<file path="config.mk">
export PLATFORM = sky130hd
export DESIGN_NAME = branch_recover_unit
export DESIGN_NICKNAME = d
export VERILOG_FILES = /design/src/rtl/branch_recover_unit.sv
export SDC_FILE = /design/constraint.sdc
export NUM_CORES = 1
export LEC_CHECK = 0
export ABC_AREA = 1
export ABC_CLOCK_PERIOD_IN_PS = 8800
export CAP_MARGIN = 20
export CORE_MARGIN = 5
export CORE_UTILIZATION = 45
export DETAILED_ROUTE_END_ITERATION = 10
export GPL_TIMING_DRIVEN = 0
export MAX_ROUTING_LAYER = met4
export PLACE_DENSITY = 0.65
export RECOVER_POWER = 25
export REMOVE_ABC_BUFFERS = 1
export SYNTH_ARGS = -nofsm -noshare
export SYNTH_HDL_FRONTEND = slang
export SYNTH_SLANG_ARGS = --single-unit
</file>
<file path="constraint.sdc">
create_clock -name clk -period 8.8 [get_ports clk]
set_clock_uncertainty 0.1 [all_clocks]
set_input_delay 1.32 -clock clk [delete_from_list [all_inputs] [get_ports clk]]
set_output_delay 1.32 -clock clk [all_outputs]
set_load 0.1 [all_outputs]
</file>
<file path="src/rtl/branch_recover_unit.sv">
// In-order tracker for predicted conditional branches: detects mispredicts at resolve,
// issues a one-cycle redirect and holds a flush window. Optional counters via BRU_STATS_EN.
module branch_recover_unit #(
  parameter int DEPTH        = 4,
  parameter int PTR_W        = 2,
  parameter int FLUSH_CYCLES = 2
) (
  input  logic             clk,
  input  logic             rst_n,
  input  logic             alloc_valid,
  input  logic             alloc_pred_taken,
  input  logic [31:0]      alloc_target_pc,
  input  logic [31:0]      alloc_fall_pc,
  output logic             alloc_ready,
  input  logic             resolve_valid,
  input  logic             resolve_taken,
  output logic             recover_en,
  output logic [31:0]      recover_pc,
  output logic             flush,
  output logic [PTR_W:0]   inflight_cnt,
  output logic             resolve_err
`ifdef BRU_STATS_EN
  ,
  output logic [31:0]      branch_cnt,
  output logic [31:0]      mispred_cnt
`endif
);

  localparam int CNT_W = $clog2(FLUSH_CYCLES) + 1;
  localparam logic [PTR_W:0] FULL_CNT = (PTR_W + 1)'(DEPTH);

  typedef enum logic [1:0] {IDLE, REDIRECT, FLUSH} state_t;

  state_t             state_reg;
  logic [PTR_W-1:0]   wr_ptr_reg;
  logic [PTR_W-1:0]   rd_ptr_reg;
  logic [PTR_W:0]     count_reg;
  logic [CNT_W-1:0]   flush_cnt_reg;
  logic               recover_en_reg;
  logic [31:0]        recover_pc_reg;
  logic               flush_reg;
  logic               resolve_err_reg;

  logic               pred_mem   [DEPTH];
  logic [31:0]        target_mem [DEPTH];
  logic [31:0]        fall_mem   [DEPTH];

  logic               head_pred;
  logic [31:0]        head_target;
  logic [31:0]        head_fall;
  logic               push;
  logic               pop;
  logic               mispredict;

  assign alloc_ready = (state_reg == IDLE) && (count_reg < FULL_CNT);
  assign push        = alloc_valid && alloc_ready;
  assign pop         = (state_reg == IDLE) && resolve_valid && (count_reg != '0);

  assign head_pred   = pred_mem[rd_ptr_reg];
  assign head_target = target_mem[rd_ptr_reg];
  assign head_fall   = fall_mem[rd_ptr_reg];
  assign mispredict  = pop && (resolve_taken != head_pred);

  // An alloc in the mispredict cycle is younger than the bad branch, so it is never stored.
  always_ff @(posedge clk) begin
    if (push && !mispredict) begin
      pred_mem[wr_ptr_reg]   <= alloc_pred_taken;
      target_mem[wr_ptr_reg] <= alloc_target_pc;
      fall_mem[wr_ptr_reg]   <= alloc_fall_pc;
    end
  end

  always_ff @(posedge clk or negedge rst_n) begin
    if (!rst_n) begin
      state_reg       <= IDLE;
      wr_ptr_reg      <= '0;
      rd_ptr_reg      <= '0;
      count_reg       <= '0;
      flush_cnt_reg   <= '0;
      recover_en_reg  <= 1'b0;
      recover_pc_reg  <= '0;
      flush_reg       <= 1'b0;
      resolve_err_reg <= 1'b0;
    end else begin
      case (state_reg)
        IDLE: begin
          if (resolve_valid && (count_reg == '0))
            resolve_err_reg <= 1'b1;
          if (mispredict) begin
            state_reg      <= REDIRECT;
            recover_en_reg <= 1'b1;
            recover_pc_reg <= resolve_taken ? head_target : head_fall;
            flush_reg      <= 1'b1;
            wr_ptr_reg     <= '0;
            rd_ptr_reg     <= '0;
            count_reg      <= '0;
          end else begin
            if (push)
              wr_ptr_reg <= wr_ptr_reg + 1'b1;
            if (pop)
              rd_ptr_reg <= rd_ptr_reg + 1'b1;
            case ({push, pop})
              2'b10:   count_reg <= count_reg + 1'b1;
              2'b01:   count_reg <= count_reg - 1'b1;
              default: count_reg <= count_reg;
            endcase
          end
        end
        REDIRECT: begin
          recover_en_reg <= 1'b0;
          flush_cnt_reg  <= CNT_W'(FLUSH_CYCLES - 1);
          state_reg      <= FLUSH;
        end
        FLUSH: begin
          if (flush_cnt_reg == '0) begin
            state_reg <= IDLE;
            flush_reg <= 1'b0;
          end else begin
            flush_cnt_reg <= flush_cnt_reg - 1'b1;
          end
        end
        default: state_reg <= IDLE;
      endcase
    end
  end

  assign recover_en   = recover_en_reg;
  assign recover_pc   = recover_pc_reg;
  assign flush        = flush_reg;
  assign inflight_cnt = count_reg;
  assign resolve_err  = resolve_err_reg;

`ifdef BRU_STATS_EN
  logic [31:0] branch_cnt_reg;
  logic [31:0] mispred_cnt_reg;

  // Both counters saturate rather than wrap.
  always_ff @(posedge clk or negedge rst_n) begin
    if (!rst_n) begin
      branch_cnt_reg  <= '0;
      mispred_cnt_reg <= '0;
    end else begin
      if (pop && (branch_cnt_reg != '1))
        branch_cnt_reg <= branch_cnt_reg + 1'b1;
      if (mispredict && (mispred_cnt_reg != '1))
        mispred_cnt_reg <= mispred_cnt_reg + 1'b1;
    end
  end

  assign branch_cnt  = branch_cnt_reg;
  assign mispred_cnt = mispred_cnt_reg;
`endif

endmodule

</file>
==> run_results.csv <==
group,metric,value,unit
cts,holdBufCountCts,0,
global_route,grt_pass1_wl,40.6,mm
power,pwr-share-clk,0.250,
synth,netlist_instances,870,
synth,synth_edf_count,260,
critical_path,cp_slowest_cell,"nor2_4",
place,hpwl,14.3,mm
power,power.total,5110,uW
critical_path,cp.arrival,4.87,ns
floorplanning,coreArea,0.0259,mm2
floorplanning,dieArea,0.0294,mm2
critical_path,critPathKind,"reg2reg",
global_route,grt_max_degree,89,
cts,h-tree-depth,1,
sta,slew_headroom,-0.170,
critical_path,worstPathRequired,8.92,ns
cts,cts.path.max_buffers,3,
floorplanning,fp-row-count,59,
cts,cts-resized-gates,0,
synth,yosysTopAreaCellShare,0.664,
sta,max_freq,211,MHz
final_layout,mostFrequentLayoutCell,"edfxtp_1",
drt,via_per_inst,5.46,
floorplanning,die_w,172,um
drt,drtAntennaViolNets,0,
critical_path,cp_cell_sequence,"buf_16, inv_4, buf_16, nand2_1, nand3_1, nand3_1, nand3_4, nand2_1, nor2_4, buf_12",
synth,syn_area,0.0118,mm2
final_layout,final_cells,1331,
power,seq_power_share,0.388,
final_layout,layout-drive-gt1-share,0.0735,
cts,cts_tree,"done",
synth,yosysTopAreaCell,"edfxtp_1",
global_route,grtUsageTotal,0.182,
synth,ys_ff_latch,306,
critical_path,crit_path_start_kind,"register",
power,combPwrFrac,0.362,
place,routabilityCongestion,0.739,
synth,synth-main-ff-cell,"edfxtp_1",
drt,wl,26.0,mm
sta,setup_viol,0,
synth,syn_area_per_cell,13.5,um2
cts,clock_sinks,306,
place,place_inst,1271,
outcome,status,"complete, but fails checks",
sta,drv_slew,29,
synth,async_reset_ff_frac,0.150,
power,intPower,3100,uW
cts,cts_buffers,31,
place,place_area,0.0133,mm2
global_route,antenna_found_initial,4,
sta,whs,0.373,ns
drt,drc,0,
global_route,grt_overflow,0,
critical_path,r2r_slack,4.05,ns
cts,cts_root_buf,"clkbuf_16",
floorplanning,ios,109,
cts,clk_latency,0.53,ns
sta,finalHoldViolations,0,
drt,dr.first_iter.drc_count,440,
power,peakVddDrop,296,uV
floorplanning,fp.dieH,172,um
synth,yosysWarningCount,0,
sta,worstMarginPinSlew,1.75,ns
critical_path,slowest_delay,0.83,ns
flow_run,cap_violations,1,
final_layout,layout.nets,1045,
sta,period_needed,4.75,ns
sta,fin_crit_sh,0.540,
place,portBuffers,108,
sta,tns,0,ns
global_route,grt_pass1_vias,7444,
critical_path,critPathMaxFanout,88,
power,p_switching,2010,uW
drt,wl_per_cell,19.5,um
outcome,violations,"capacitance limit, slew limit",
power,switching_share,0.393,
cts,cts_setup_buffers,0,
drt,drtPass1Iterations,5,
final_layout,area_growth,22.2,%
min_path,hp-class,"reg2reg",
final_layout,final_cell_area,0.0144,mm2
drt,dr_total_vias,7264,
sta,rsz0062_at_grt,"no",
final_layout,nFillCells,2089,
power,power_leakage,0.00500,uW
power,cellPowerDensity,356,mW/mm2
synth,synth_area_leaders,"edfxtp_1 66%, dfrtp_1 9.8%, o21ai_0 5.7%, o221ai_1 4.8%, nor2_1 4.3%",
floorplanning,initial_core_util,0.454,
final_layout,final_cell_mix,"260 x edfxtp_1, 134 x o21ai_0, 132 x nor2_1",
cts,path_clk_slew,0.06,ns
synth,synthDistinctLibCells,22,
synth,synth_seq_area_share,0.762,
critical_path,worstSetupEndpointType,"register",
## kinds of logic (layout without fill, tap and decap cells)
logic type | count (synthesis) | in the layout | synth area share
DFF | 306 | 306 | 0.762
buffers and inverters | 84 | 207 | 0.0299
other | 0 | 3 | 0
adders and majority gates | 6 | 6 | 0.00703
AOI/OAI and AO/OA | 201 | 201 | 0.107
and+or+nand+nor | 272 | 272 | 0.0935
xor gates and xnor gates | 1 | 1 | 0.000745
## area by class of cell
type	count	area (um2)	share of cell area
diodes	3	7.51	0.000523
well taps	335	419	0.0292
clock inverters	4	47.5	0.00331
flip-flops and latches	306	8960	0.624
multi-input cells	480	2470	0.172
clock buffers	53	978	0.0681
repair buffers	122	1360	0.0950
inverters	28	110	0.00767
## per-stage QoR
stage / util / worst slack [ns]
2_1_floorplan: - / 0.509
3_3_place_gp: 0.502 / -5.98
3_5_place_dp: 0.515 / 3.63
4_1_cts: 0.555 / 4.02
5_1_grt: 0.554 / 3.78
6_report: 0.554 / 4.05
## power groups by stage
stage,logic [uW],clock network (uW),registers (uW)
finish,1850,1280,1980
global route,2010,1370,2010
CTS,1880,1310,1980
detailed placement,1870,0,2010
global placement,1710,0,2110
floorplan,657,0,2610
## layer usage
metal | vias up | GRT usage | share of wire
li1 | 3423 | - | -
met3 | 42 | 0.0276 | 0.052
met4 | 0 | 0.0382 | 0.017
met1 | 3617 | 0.241 | 0.44
met5 | - | - | 0
met2 | 182 | 0.304 | 0.49
## path summary, 6_finish.rpt
path,from,to,cells past startpoint
setup / recovery,rd_ptr_reg[0],fall_mem[3][8],10
hold / removal,resolve_err,resolve_err,1
setup reg to reg,rd_ptr_reg[0],fall_mem[3][8],10
hold reg to reg,resolve_err,resolve_err,1
max in group asynchronous,rst_n,rd_ptr_reg[0],2
min in group asynchronous,rst_n,recover_pc[31],1
## worst max-delay path: cells and delay by family, from the launching register on
family,cells,cell delay (ns)
buf+inv,4,1.39
simple gates,6,2.12
flops,1,0.68
## synthesized netlist by cell type (2+ instances only)
cell / instances
nand2_1: 87
ha_1: 5
o221ai_1: 64
nor2_1: 136
nand4_1: 2
inv_1: 27
buf_4: 3
edfxtp_1: 260
nand3_1: 45
o21ai_0: 134
buf_2: 12
clkbuf_1: 40
dfrtp_1: 46
Note: power is estimated with default switching activity, not from simulation.
